$ cat src/rtl/lcd_bus_sequencer.sv
// Turns one EPC access into one timed HD44780 bus cycle (setup, EN pulse, hold, recovery) and holds the EPC off via RDY.
// Optional: define LCD_LONG_CMD_WAIT_EN to stretch recovery to T_LONG after clear/home commands.
module lcd_bus_sequencer #(
  parameter int T_SETUP   = 3,
  parameter int T_EN_HIGH = 12,
  parameter int T_HOLD    = 2,
  parameter int T_RECOVER = 25,
  parameter int T_LONG    = 76000
) (
  input  logic       clk,
  input  logic       rst,
  input  logic       nCS,
  input  logic       nWR,
  input  logic       nRD,
  input  logic       rs_sel,
  input  logic [7:0] wr_data,
  input  logic [7:0] lcd_din,
  output logic [7:0] lcd_dout,
  output logic       lcd_oe,
  output logic       RS,
  output logic       RW,
  output logic       EN,
  output logic [7:0] rd_data,
  output logic       RDY
);

  typedef enum logic [2:0] {IDLE, SETUP, EN_HI, HOLD, RECOVER, DONE} state_e;

  localparam logic [16:0] SETUP_LD   = 17'(T_SETUP - 1);
  localparam logic [16:0] EN_LD      = 17'(T_EN_HIGH - 1);
  localparam logic [16:0] HOLD_LD    = 17'(T_HOLD - 1);
  localparam logic [16:0] RECOVER_LD = 17'(T_RECOVER - 1);
  localparam logic [16:0] LONG_LD    = 17'(T_LONG - 1);

`ifdef LCD_LONG_CMD_WAIT_EN
  localparam bit LONG_WAIT_EN = 1'b1;
`else
  localparam bit LONG_WAIT_EN = 1'b0;
`endif

  state_e      state_q, state_d;
  logic [16:0] cnt_q, cnt_d;
  logic        rs_q, rs_d, rw_q, rw_d, oe_q, oe_d, en_q, en_d;
  logic        abort_q, abort_d;
  logic [7:0]  dout_q, dout_d, rd_q, rd_d;
  logic        req, long_cmd;
  logic [16:0] recover_ld;

  assign req = !nCS && (!nWR || !nRD);

  // Clear (0x01) and home (0x02/0x03) are the only slow HD44780 commands.
  assign long_cmd   = !rw_q && !rs_q && (dout_q inside {8'h01, 8'h02, 8'h03});
  assign recover_ld = (LONG_WAIT_EN && long_cmd) ? LONG_LD : RECOVER_LD;

  // NOTE: every variable gets its hold value first, so no path through the case can infer a latch.
  always_comb begin
    state_d = state_q;
    cnt_d   = cnt_q;
    rs_d    = rs_q;
    rw_d    = rw_q;
    oe_d    = oe_q;
    dout_d  = dout_q;
    rd_d    = rd_q;
    abort_d = abort_q;

    case (state_q)
      IDLE: begin
        abort_d = 1'b0;
        if (req) begin
          rs_d    = rs_sel;
          rw_d    = nWR;
          dout_d  = wr_data;
          oe_d    = !nWR;
          cnt_d   = SETUP_LD;
          state_d = SETUP;
        end
      end
      SETUP: begin
        abort_d = abort_q || !req;
        if (cnt_q == '0) begin
          cnt_d   = EN_LD;
          state_d = EN_HI;
        end else begin
          cnt_d = cnt_q - 17'd1;
        end
      end
      EN_HI: begin
        abort_d = abort_q || !req;
        if (cnt_q == '0) begin
          if (rw_q) rd_d = lcd_din;
          cnt_d   = HOLD_LD;
          state_d = HOLD;
        end else begin
          cnt_d = cnt_q - 17'd1;
        end
      end
      HOLD: begin
        abort_d = abort_q || !req;
        if (cnt_q == '0) begin
          oe_d    = 1'b0;
          cnt_d   = recover_ld;
          state_d = RECOVER;
        end else begin
          cnt_d = cnt_q - 17'd1;
        end
      end
      RECOVER: begin
        abort_d = abort_q || !req;
        if (cnt_q == '0) begin
          // A strobe that went away mid-cycle never gets a DONE handshake.
          state_d = (abort_q || !req) ? IDLE : DONE;
        end else begin
          cnt_d = cnt_q - 17'd1;
        end
      end
      DONE: begin
        if (!req) state_d = IDLE;
      end
      default: state_d = IDLE;
    endcase

    en_d = (state_d == EN_HI);
  end

  // NOTE: state registers use non-blocking assignments so every flop samples pre-edge values.
  always_ff @(posedge clk) begin
    if (!rst) begin
      state_q <= IDLE;
      cnt_q   <= '0;
      rs_q    <= 1'b0;
      rw_q    <= 1'b0;
      oe_q    <= 1'b0;
      en_q    <= 1'b0;
      dout_q  <= 8'h00;
      rd_q    <= 8'h00;
      abort_q <= 1'b0;
    end else begin
      state_q <= state_d;
      cnt_q   <= cnt_d;
      rs_q    <= rs_d;
      rw_q    <= rw_d;
      oe_q    <= oe_d;
      en_q    <= en_d;
      dout_q  <= dout_d;
      rd_q    <= rd_d;
      abort_q <= abort_d;
    end
  end

  assign RS       = rs_q;
  assign RW       = rw_q;
  assign EN       = en_q;
  assign lcd_oe   = oe_q;
  assign lcd_dout = dout_q;
  assign rd_data  = rd_q;
  assign RDY      = ((state_q == IDLE) && !req) || (state_q == DONE);

endmodule

$ cat config.mk
export PLATFORM = sky130hd
export DESIGN_NAME = lcd_bus_sequencer
export DESIGN_NICKNAME = d
export VERILOG_FILES = /design/src/rtl/lcd_bus_sequencer.sv
export SDC_FILE = /design/constraint.sdc
export NUM_CORES = 1
export LEC_CHECK = 0
export CAP_MARGIN = 10
export CORE_MARGIN = 5
export CORE_UTILIZATION = 35
export CTS_CLUSTER_DIAMETER = 50
export CTS_CLUSTER_SIZE = 16
export DETAILED_ROUTE_END_ITERATION = 16
export PLACE_DENSITY = 0.67
export SLEW_MARGIN = 20
export SYNTH_ARGS = -nofsm -noshare
export SYNTH_HDL_FRONTEND = slang
export SYNTH_SLANG_ARGS = --single-unit
$ cat constraint.sdc
create_clock -name clk -period 5.5 [get_ports clk]
set_input_delay 0.825 -clock clk [delete_from_list [all_inputs] [get_ports clk]]
set_output_delay 0.825 -clock clk [all_outputs]
set_load 0.005 [all_outputs]
==> flow_summary.toml, run 1 <==
[outcome]
status = "finished clean"

[sta]
final_critical_path_setup_slack_ps = 2140
final-max-slew-violation-count = 0
timing.fmax_mhz = 298
tightest_slew_ps = 842
setup_total_negative_slack_ps = 0
final.min_clock_period_ps = 3360
final_min_period_over_clock_period = 0.611
slew_headroom = 0.437
rsz0062_at_grt = "no"
fin_worst_skew_ps = 10.4
finalSetupViolations = 0
timing.final.hold_violations = 0
final.hold.worst_slack_ps = 454

[synth]
synth_enable_flop_cells = 0
ys_ff_latch = 41
post_synthesis_instance_total = 235
ys_dominant_reg_cell = "dfxtp_1"
synth.cell_area_um2 = 1940
synth-async-reset-ratio = 0
synth.distinct_cells = 49
synth_sequential_area_ratio = 0.422
syn-num-nets = 258
post_synth.cell_area_avg_um2 = 8.27
synthesis.yosys.warnings = 0

[pwr]
power.leakage_uw = 0.000967
cellPowerDensity_nw_per_um2 = 487
power.ir.vdd_worst_mv = 0.158

[detailed_routing]
via_count = 1766
drc = 0
postRouteWirelength_mm = 4.44
detail_route.wl_per_cell_um = 12.9
viasPerCell = 5.12
drtAntennaViolNets = 0
initialDrtViolationCount = 64
firstDrtPassIters = 4

[worst_setup_path]
regToRegSetupSlack_ps = 2740
crit_fanout = 6
rr_worst_depth = 7
startpoint_type = "primary input"
launch_instance_of_the_worst_register_to_register_path = "cnt_q[0]$_SDFFE_PN0P_"
worstSetupPathType = "primary input to output port"
setup.worst_path.end_class = "output port"
r2r-end = "rd_data[2]$_SDFFE_PN0P_"
critical_path_arrival_ps = 2530
worst_ep_required_time_ps = 4680

[clock_network]
cts.repair.resized = 0
cts_htree_levels = 2
clk-insertion-delay-late_ps = 300
cts_tree = "yes"
cts.reportedPaths.clkPinSlew_ps = 80
postCtsHoldBufs = 0
cts_num_sinks = 41
cts_max_path_buffers = 2
cts_root_buffer = "clkbuf_8"
numCtsBuffers = 5
cts_setup_buffers = 0

[layout]
final_net_count = 295
antenna-diode-count = 0
fin_util = 0.465
drive_gt1_frac = 0.0549
post-route-cell-area_um2 = 2530
flow.area_growth_from_synthesis_pct = 30.3

[floorplan]
placement_rows = 27
num_io_pins = 43
design.core.area_um2 = 5440
floorplan_die_area_um2 = 7140
fp.dieW_um = 84.5
starting_density_of_the_core = 0.357
chipHeight_um = 84.5

[worst_hold_path]
hold_path.startpoint = "RS$_SDFFE_PN0P_"
hold_path_end = "RS$_SDFFE_PN0P_"
hp-class = "flop to flop"
worst_hold_path.num_cells = 2

[grt]
grtUsageMet2 = 0.216
maximum_number_of_pins_on_one_net_before_global_route_repair = 27
via_count_of_the_first_global_routing_pass = 1651
wire_length_of_the_first_global_routing_pass_mm = 7.65
top_usage_layer = "met2"
antenna_violations_before_repair = 0
grt_usage = 0.129
globalRouteMet3Util = 0.0334
grt_util_met1 = 0.157
global_route.overflow_total = 0

[run]
max_cap_viol_count = 0

[placement]
dpl_cell_area_um2 = 2410
place.gp.congestion = 0.799
place_worst_setup_slack_ps = 2130
place.detailed.hpwl_mm = 3.10
numPortBuffers = 42
## placed cells by master, fill, tap and decap left out, drive strengths merged, types with 5 or more instances in the layout
master	synthesis	routed
o21ai	9	9
or3	7	7
nor3	9	9
dfxtp	41	41
mux2i	11	11
nand2	32	32
a21oi	19	19
nor2	25	25
clkdlybuf4s50	0	42
clkbuf	11	6
inv	5	5
xor2	7	7
## synth_stat cells, types with 3 or more instances
library cell | n | area, µm²
clkbuf_1 | 11 | 41.3
xor2_1 | 7 | 61.3
nand3_1 | 4 | 20.0
nor4_1 | 3 | 18.8
a21oi_1 | 19 | 95.1
and3_1 | 3 | 18.8
dfxtp_1 | 41 | 821
o21ai_0 | 9 | 45.0
inv_1 | 5 | 18.8
nor2_1 | 25 | 93.8
nand2_1 | 32 | 120
a211oi_1 | 4 | 30.0
or3_1 | 5 | 31.3
mux2i_1 | 11 | 110
nand4_1 | 3 | 18.8
nor3_1 | 9 | 45.0
## cells by family after synthesis
| logic type | count (synthesis) | share of synthesized area |
|---|---|---|
| adders and majority gates | 1 | 0.00644 |
| AOI/OAI and AO/OA | 56 | 0.189 |
| xor gates and xnor gates | 9 | 0.0406 |
| and+or+nand+nor | 98 | 0.247 |
| buffers and inverters | 19 | 0.0373 |
| muxes | 11 | 0.0567 |
| DFF | 41 | 0.422 |
## power breakdown
part	total (µW)	internal (µW)	switching (µW)	leakage [µW]
Combinational	558	262	296	0.000575
Clock	254	148	107	0.0000574
Sequential	420	351	69.0	0.000334
Total	1230	761	471	0.000967
## sequential cells by signal (all words and copies together), names as in the netlist
name,cells
cnt_q,17
lcd_dout,8
rd_data,8
state_q,3
EN,1
RS,1
RW,1
abort_q,1
lcd_oe,1
## how the worst max path moves through the flow
stage,slack (ps),depth (start not counted),startpoint,endpoint
2_1_floorplan,3270,5,nRD,cnt_q[11]$_SDFFE_PN0P_
3_3_place_gp,2140,5,nWR,RDY
3_5_place_dp,2130,5,nWR,RDY
4_1_cts,2130,5,nWR,RDY
5_1_grt,2060,5,nWR,RDY
6_report,2140,5,nWR,RDY
## worst max-delay path: stages
cell	delay, ps
clkdlybuf4s50_1	520
a21oi_1	190
or3_1	350
a21oi_1	130
clkdlybuf4s50_1	520
## layout make-up
type	instances	area (µm²)
tap	72	90.1
clock buffer	6	82.6
clock inverter	2	37.5
fill	547	2910
inverter	6	22.5
sequential	41	821
multi-input combinational	175	1050
timing repair buffer	43	428
## per-layer routing
| layer | vias up | part of all wire |
|---|---|---|
| met2 | 30 | 0.49 |
| met5 | - | 0 |
| li1 | 918 | - |
| met4 | 0 | 0.015 |
| met3 | 7 | 0.037 |
| met1 | 811 | 0.46 |
## stage by stage
stage / total power [µW] / instances
2_1_floorplan: 847 / 235
3_3_place_gp: 980 / 337
3_5_place_dp: 983 / 337
4_1_cts: 1250 / 345
5_1_grt: 1340 / 345
6_report: 1230 / 345
Note: power is estimated with default switching activity, not from simulation.
==> inputs of run 2 (changes only) <==
--- a/config.mk
+++ b/config.mk
@@ -11,7 +11,7 @@
 export CTS_CLUSTER_DIAMETER = 50
 export CTS_CLUSTER_SIZE = 16
 export DETAILED_ROUTE_END_ITERATION = 16
-export PLACE_DENSITY = 0.67
+export PLACE_DENSITY = 0.69
 export SLEW_MARGIN = 20
 export SYNTH_ARGS = -nofsm -noshare
 export SYNTH_HDL_FRONTEND = slang
==> constraint.sdc (replaced) <==
create_clock -name clk -period 2.85 [get_ports clk]
set_input_delay 0.4275 -clock clk [delete_from_list [all_inputs] [get_ports clk]]
set_output_delay 0.4275 -clock clk [all_outputs]
set_load 0.005 [all_outputs]
==> run 2 against run 1 <==
Net effect:
- global-route usage rose by 0.40 points
- hold slack improved by 2.3 ps
- clock skew fell by 2.2 ps
- largest power group unchanged
==> flow_summary.toml, run 2 (synthesized netlist as in run 1, its figures left out) <==
[pwr]
power.ir.vdd_worst_mv = 0.500
cellPowerDensity_nw_per_um2 = 956
post-layout-total-power_uw = 2470
power.leakage_uw = 0.00101

[sta]
fin_worst_skew_ps = 8.14
final-max-slew-violation-count = 0
setup_total_negative_slack_ps = 0
final_min_period_over_clock_period = 0.900
timing.final.hold_violations = 0
rsz0062_at_grt = "no"
final.min_clock_period_ps = 2570
slew_headroom = 0.588
finalSetupViolations = 0
timing.fmax_mhz = 390
tightest_slew_ps = 616

[layout]
layout.cells.most_common_list = "clkdlybuf4s50_1, dfxtp_1, nand2_1, nor2_1, a21oi_1"
largest_register = "cnt_q"
antenna-diode-count = 0
final_cells = 353
nFillCells = 527
final_net_count = 303
drive_gt1_frac = 0.0783
max_reg_flops = 17
leading_cell_type_in_the_layout_fill_and_taps_excluded = "clkdlybuf4s50_1"
flow.area_growth_from_synthesis_pct = 33.2

[clock_network]
cts.repair.resized = 0
cts_root_buffer = "clkbuf_8"
numCtsBuffers = 5
clk-insertion-delay-late_ps = 290
cts_tree = "yes"
cts_max_path_buffers = 2
cts_setup_buffers = 0
cts_htree_levels = 2
cts.reportedPaths.clkPinSlew_ps = 70
cts_num_sinks = 41
postCtsHoldBufs = 0

[grt]
antenna_violations_before_repair = 0
global_route.overflow_total = 0
maximum_number_of_pins_on_one_net_before_global_route_repair = 24
wire_length_of_the_first_global_routing_pass_mm = 7.93
via_count_of_the_first_global_routing_pass = 1696
grt_usage = 0.133

[placement]
post-place-cells = 345
place.gp.congestion = 0.797
place.detailed.hpwl_mm = 3.39
numPortBuffers = 42

[detailed_routing]
drtAntennaViolNets = 0
drc = 0
initialDrtViolationCount = 131
via_count = 1855
detail_route.wl_per_cell_um = 13.6
postRouteWirelength_mm = 4.81
viasPerCell = 5.25
firstDrtPassIters = 4

[floorplan]
floorplan_die_area_um2 = 7140
fp.dieW_um = 84.5
chipHeight_um = 84.5
num_io_pins = 43
placement_rows = 27
design.core.area_um2 = 5440
starting_density_of_the_core = 0.357

[worst_setup_path]
critical-path-max-stage-delay_ps = 520
worst_path_max_delay_cell = "clkdlybuf4s50_1"
number_of_cells_on_the_critical_path = 5
crit_fanout = 6
worst_ep_required_time_ps = 2420
worstPathBufferInverterCount = 2
critical_path_cell_list = "clkdlybuf4s50_1 > a21oi_1 > or3_1 > a21oi_1 > clkdlybuf4s50_1"
worstSetupPathType = "primary input to output port"
startpoint_type = "primary input"
critical_path_arrival_ps = 2140
cpLargestDelayFamily = "buffers and inverters"
setup.worst_path.end_class = "output port"
rr_worst_depth = 7

[run]
max_cap_viol_count = 0

[outcome]
status = "finished clean"

[worst_hold_path]
hp-class = "flop to flop"
worst_hold_path.num_cells = 2
run 2: through the flow:
stage | setup WS, ps | instance area [µm²] | hold slack [ps] | util
final | 284 | 2590 | 456 | 0.476
after global routing | 135 | 2590 | 472 | 0.476
after CTS | 267 | 2590 | 457 | 0.476
after detailed placement | 190 | 2470 | 447 | 0.454
after global placement | 251 | 2470 | 442 | 0.454
after floorplan | 718 | 1940 | 453 | -
run 2: layout make-up:
cell class / count / area (µm²) / share of cell area
Multi-Input combinational cell: 175 / 1050 / 0.406
Timing Repair Buffer: 51 / 488 / 0.189
Clock inverter: 1 / 30.0 / 0.0116
Inverter: 6 / 22.5 / 0.00870
Clock buffer: 7 / 86.3 / 0.0334
Tap cell: 72 / 90.1 / 0.0348
Sequential cell: 41 / 821 / 0.317
run 2: worst reg2reg max path, stage by stage (launching register included):
cell and delay, ps:
dfxtp_1 440, inv_1 120, ha_1 250, nor4b_1 150
and4_1 390, a211o_1 460, or4_1 420, a21oi_1 150
run 2: where the power goes:
group | internal, µW | leakage [µW] | switching [µW]
sequential | 678 | 0.000334 | 139
combinational | 557 | 0.000614 | 612
clock | 286 | 0.0000585 | 201
run 2: worst paths after layout:
path / start / slack [ps] / to
min: lcd_dout[5]$_SDFFE_PN0P_ / 460 / lcd_dout[5]$_SDFFE_PN0P_
max reg2reg: cnt_q[0]$_SDFFE_PN0P_ / 420 / cnt_q[11]$_SDFFE_PN0P_
max: nWR / 280 / RDY
min reg2reg: lcd_dout[5]$_SDFFE_PN0P_ / 460 / lcd_dout[5]$_SDFFE_PN0P_
run 2: routing by layer:
layer / share of wire / global-route usage
met1: 0.45 / 0.172
met3: 0.044 / 0.0343
met2: 0.49 / 0.223
met5: 0 / 0
met4: 0.0089 / 0.0302
==> RTL edit 1: new RTL, settings of run 1 <==
Take the reset off `dout_q` and load it in a clocked block of its own.
--- a/src/rtl/lcd_bus_sequencer.sv
+++ b/src/rtl/lcd_bus_sequencer.sv
@@ -131,7 +131,6 @@
       rw_q    <= 1'b0;
       oe_q    <= 1'b0;
       en_q    <= 1'b0;
-      dout_q  <= 8'h00;
       rd_q    <= 8'h00;
       abort_q <= 1'b0;
     end else begin
@@ -141,10 +140,13 @@
       rw_q    <= rw_d;
       oe_q    <= oe_d;
       en_q    <= en_d;
-      dout_q  <= dout_d;
       rd_q    <= rd_d;
       abort_q <= abort_d;
     end
+  end
+
+  always_ff @(posedge clk) begin
+    dout_q <= dout_d;
   end
 
   assign RS       = rs_q;
Formal check against the unedited RTL: not equivalent (a bounded check fails within 4 cycles, from zero or initial values and one cycle with rst low).
==> RTL edit 1 against run 1 <==
- fmax is 0.56% higher
- area after synthesis is 3.3% higher
- sequential cell count stayed put
- register-to-register slack worse by 0.05 ns
- combinational power is 51% higher
- non-clock buffer count is 1 lower
- sequential power is 18% higher
- routed wire length is 20% higher
- design area is 0.99% higher
- largest cell class unchanged
- power is 28% higher
- setup slack better by 0.019 ns
- clock power is 6% lower
- count of clock-buffer cells in the layout stayed put
==> RTL edit 1: results (changes against run 1) <==
<table>
<tr><th>Metric</th><th>Value</th></tr>
<tr><th colspan="2">Run status</th></tr>
<tr><td>Outcome</td><td>complete, no violations</td></tr>
<tr><th colspan="2">Critical path</th></tr>
<tr><td>Crit-path max FO</td><td>7 (+1)</td></tr>
<tr><td>Slowest cell on crit path</td><td>sky130_fd_sc_hd__a21oi_1</td></tr>
<tr><td>Largest stage delay on the critical path</td><td>0.49 ns (-0.03 ns)</td></tr>
<tr><th colspan="2">Power</th></tr>
<tr><td>Switching portion of total power</td><td>0.4502 (+0.06786)</td></tr>
<tr><td>Worst vdd rail ir drop</td><td>0.0002347 V (+48%)</td></tr>
<tr><th colspan="2">Timing</th></tr>
<tr><td>Max-slew headroom</td><td>0.5306 (+0.09387)</td></tr>
<tr><td>Worst-case clock skew</td><td>0.007723 ns (-0.002662 ns)</td></tr>
<tr><th colspan="2">Global routing</th></tr>
<tr><td>Met2 layer usage reported by global route</td><td>0.2408 (+0.02445)</td></tr>
<tr><td>GR Util All Layers</td><td>0.1474 (+0.01833)</td></tr>
<tr><td>Global-route wire length before repair</td><td>8749 um (+14%)</td></tr>
<tr><td>M1 GR Usage</td><td>0.1969 (+0.03972)</td></tr>
<tr><td>Via count of the first global-routing pass</td><td>1722 (+4.3%)</td></tr>
<tr><td>Largest net degree at the start of global routing</td><td>23 (-15%)</td></tr>
<tr><th colspan="2">Placement</th></tr>
<tr><td>Half-perimeter wire length after placement</td><td>3783 um (+22%)</td></tr>
<tr><th colspan="2">Route</th></tr>
<tr><td>Detailed-route wire length on metal 1</td><td>2261 um (+12%)</td></tr>
<tr><td>Detailed router's first-iteration violation count</td><td>206 (+220%)</td></tr>
<tr><td>Wire length after detailed routing</td><td>5344 um (+20%)</td></tr>
<tr><th colspan="2">Synthesis</th></tr>
<tr><td>Sequential share of the synthesized area</td><td>0.4489 (+0.02647)</td></tr>
<tr><td>Top cells by instance count after synthesis</td><td>33 x sky130_fd_sc_hd__dfxtp_1, 22 x sky130_fd_sc_hd__nand2_1, 19 x sky130_fd_sc_hd__nor2_1</td></tr>
<tr><td>Post-synthesis area per instance</td><td>8.726 um^2 (+5.5%)</td></tr>
<tr><td>Post-synth EDFFs</td><td>8 (+8)</td></tr>
<tr><td>Net count after synthesis</td><td>253 (-1.9%)</td></tr>
<tr><td>Top post-synthesis cells by area</td><td>sky130_fd_sc_hd__dfxtp_1 33%, sky130_fd_sc_hd__edfxtp_1 12%, sky130_fd_sc_hd__a21oi_1 4.5%</td></tr>
<tr><th colspan="2">Finish</th></tr>
<tr><td>Final-layout fill cell count</td><td>559 (+2.2%)</td></tr>
<tr><th colspan="2">Worst hold path</th></tr>
<tr><td>Launch instance of the worst min-delay path</td><td>cnt_q[16]$_SDFFE_PN0P_</td></tr>
</table>
[RTL edit 1: power by group through the flow]
stage                     logic (mW)  registers, mW  clock network, mW
after floorplan                0.687          0.449                  0
after global placement         0.817          0.493                  0
after detailed placement       0.832          0.498                  0
after CTS                      0.839          0.491              0.242
after global routing           0.943          0.508              0.253
final                          0.841          0.494              0.240
[RTL edit 1: kinds of logic (layout without fill, tap and decap cells)]
group	count (synthesis)	after routing	synth area share
AND/OR/NAND/NOR	94	94	0.2481
AO/OA/AOI/OAI	63	63	0.2008
flip-flops	41	41	0.4489
buffers and inverters	21	57	0.04738
multiplexers	8	8	0.03990
XOR/XNOR	2	2	0.008730
adder cells (fa/ha/maj)	1	1	0.006233
[RTL edit 1: through the flow]
stage	total power [mW]	instance area (um^2)	util	setup slack (ns)	std cells
floorplan	1.137	2007	-	3.127	230
global placement	1.309	2449	0.4420	2.212	330
detailed placement	1.329	2449	0.4420	2.145	330
CTS	1.572	2556	0.4614	2.152	338
global route	1.705	2556	0.4614	2.050	338
finish	1.575	2556	0.4614	2.160	338
[RTL edit 1: path summary, 6_finish.rpt]
path / to / slack (ns) / depth (start not counted)
hold reg to reg: cnt_q[16]$_SDFFE_PN0P_ / 0.46 / 2
setup / recovery: RDY / 2.16 / 6
hold / removal: cnt_q[16]$_SDFFE_PN0P_ / 0.46 / 2
setup reg to reg: cnt_q[9]$_SDFFE_PN0P_ / 2.69 / 7
[RTL edit 1: area by class of cell]
class	count	area, um^2	share of cell area
Multi-Input combinational cell	168	1011	0.3955
Sequential cell	41	900.9	0.3524
Timing Repair Buffer	42	420.4	0.1645
Tap cell	72	90.09	0.03524
Clock buffer	6	72.57	0.02839
Clock inverter	2	35.03	0.01371
Inverter	7	26.28	0.01028
==> RTL edit 2: new RTL, settings of run 1 <==
Made on the original files. Set the localparam `LONG_WAIT_EN` to 1'b1 (it was 1'b0).
--- a/src/rtl/lcd_bus_sequencer.sv
+++ b/src/rtl/lcd_bus_sequencer.sv
@@ -35,7 +35,7 @@
 `ifdef LCD_LONG_CMD_WAIT_EN
   localparam bit LONG_WAIT_EN = 1'b1;
 `else
-  localparam bit LONG_WAIT_EN = 1'b0;
+  localparam bit LONG_WAIT_EN = 1'b1;
 `endif
 
   state_e      state_q, state_d;
Function: same outputs for any inputs over 10 cycles, from zero or initial values and one cycle with rst low; that may be too few to reach the edited logic, so the function may still have changed.
==> RTL edit 2 against run 1 <==
- power grew 47%
- clock skew shrank 0.0071 ns
- global-route usage increased by 1.6 points
- sequential share of layout area shrank 2.6 points
- cell count increased by 11%
- sequential cell count is the same
- routed wire length up 32%
- utilization fell by 2.6 points
- setup slack improved by 0.095 ns
- design area rose by 8.8%
- area after synthesis is 15% higher
- count of clock-buffer cells in the layout fell by 1
- hold slack better by 0.021 ns
- synthesized cell count grew 14%
- largest cell class unchanged
==> RTL edit 2: results (changes against run 1) <==
<table>
<tr><th>Metric</th><th>Value</th></tr>
<tr><th colspan="2">Finish</th></tr>
<tr><td>Share of post-route cells with drive strength above 1</td><td>0.06885 (+0.01391)</td></tr>
<tr><td>Fin nets</td><td>328 (+11%)</td></tr>
<tr><td>Area of the multi-input gates</td><td>0.001294 mm^2 (+23%)</td></tr>
<tr><td>Multi-input gate count</td><td>205 (+17%)</td></tr>
<tr><td>Area fraction of clock buffers and clock inverters</td><td>0.03270 (-0.01476)</td></tr>
<tr><th colspan="2">Synthesis</th></tr>
<tr><td>Top cells by instance count after synthesis</td><td>42 x sky130_fd_sc_hd__nand2_1, 41 x sky130_fd_sc_hd__dfxtp_1, 28 x sky130_fd_sc_hd__a21oi_1</td></tr>
<tr><td>Top post-synthesis cells by area</td><td>sky130_fd_sc_hd__dfxtp_1 37%, sky130_fd_sc_hd__nand2_1 7.1%, sky130_fd_sc_hd__a21oi_1 6.3%</td></tr>
<tr><td>Net count after synthesis</td><td>293 (+14%)</td></tr>
<tr><th colspan="2">Route</th></tr>
<tr><td>Detailed router's first-iteration violation count</td><td>131 (+100%)</td></tr>
<tr><td>Count of vias placed by the detailed router</td><td>2148 (+22%)</td></tr>
<tr><td>Wire length after detailed routing</td><td>5870 um (+32%)</td></tr>
<tr><th colspan="2">Worst hold path</th></tr>
<tr><td>Launch instance of the worst min-delay path</td><td>lcd_dout[0]$_SDFFE_PN0P_</td></tr>
<tr><td>Worst min-delay path endpoint</td><td>lcd_dout[0]$_SDFFE_PN0P_</td></tr>
<tr><th colspan="2">Global routing</th></tr>
<tr><td>Largest net degree at the start of global routing</td><td>30 (+11%)</td></tr>
<tr><td>Global-route wire length before repair</td><td>9929 um (+30%)</td></tr>
<tr><td>GR Util All Layers</td><td>0.1452 (+0.01615)</td></tr>
<tr><th colspan="2">Floorplanning</th></tr>
<tr><td>Die area</td><td>0.008054 mm^2 (+13%)</td></tr>
<tr><th colspan="2">Placement</th></tr>
<tr><td>Routability Congestion</td><td>0.9058 (+13%)</td></tr>
<tr><td>Place WS</td><td>2.274 ns (+0.1455 ns)</td></tr>
<tr><td>Number of instances in the placed design</td><td>374 (+11%)</td></tr>
<tr><td>Half-perimeter wire length after placement</td><td>4272 um (+38%)</td></tr>
<tr><th colspan="2">Critical path</th></tr>
<tr><td>Largest stage delay on the critical path</td><td>0.54 ns (+0.02 ns)</td></tr>
<tr><td>Cell depth of the worst flop-to-flop path</td><td>5 (-2)</td></tr>
<tr><td>Reg-to-reg critical path endpoint</td><td>cnt_q[9]$_SDFFE_PN0P_</td></tr>
<tr><td>Startpoint of the lowest-slack register-to-register path</td><td>state_q[2]$_SDFF_PN0_</td></tr>
<tr><th colspan="2">Power</th></tr>
<tr><td>Worst vdd rail ir drop</td><td>0.0003616 V (+130%)</td></tr>
<tr><td>Power dissipated by switching net loads</td><td>918.5 uW (+95%)</td></tr>
<tr><th colspan="2">Timing</th></tr>
<tr><td>Worst-case hold slack</td><td>0.4752 ns (+0.02121 ns)</td></tr>
<tr><th colspan="2">Run status</th></tr>
<tr><td>Outcome</td><td>complete, no violations</td></tr>
</table>
## RTL edit 2: cell types whose count changed in the layout (fill, tap and decap cells not counted), moves of 4 or more
cell,run 1,this run
sky130_fd_sc_hd__inv_1,5,9
sky130_fd_sc_hd__o21ai_0,9,5
sky130_fd_sc_hd__nand2_1,32,42
sky130_fd_sc_hd__xor2_1,7,2
sky130_fd_sc_hd__a31oi_1,1,5
sky130_fd_sc_hd__a21oi_1,19,28
## RTL edit 2: metal layers
metal,routed length (um),vias to the layer above,share of wire,track usage
li1,-,1057,-,-
met1,2713,1019,0.46,0.1932
met2,2574,63,0.44,0.2140
met3,493,9,0.084,0.05509
met4,87,0,0.015,0.05038
met5,0,-,0,0
## RTL edit 2: logic make-up (layout without fill, tap and decap cells)
family          Yosys count  after routing  synth area share
compound gates           79             79            0.2563
xor+xnor                  5              5           0.01968
fa+ha+maj                 2              2           0.01124
buf+inv                  23             59           0.05003
flops                    41             41            0.3687
mux                       9              9           0.04047
simple gates            110            110            0.2535
## RTL edit 2: how the worst max path moves through the flow
stage	end	slack, ns
final	RDY	2.24
after global routing	RDY	2.16
after CTS	RDY	2.26
after detailed placement	RDY	2.27
after global placement	RDY	2.36
after floorplan	cnt_q[5]$_SDFFE_PN0P_	3.26
## RTL edit 2: power groups by stage
stage | Clock [mW] | Combinational, mW | Sequential [mW]
4_1_cts | 0.212 | 1.10 | 0.495
2_1_floorplan | 0 | 0.923 | 0.463
5_1_grt | 0.226 | 1.23 | 0.512
3_5_place_dp | 0 | 1.09 | 0.502
6_report | 0.205 | 1.11 | 0.495
3_3_place_gp | 0 | 1.07 | 0.498
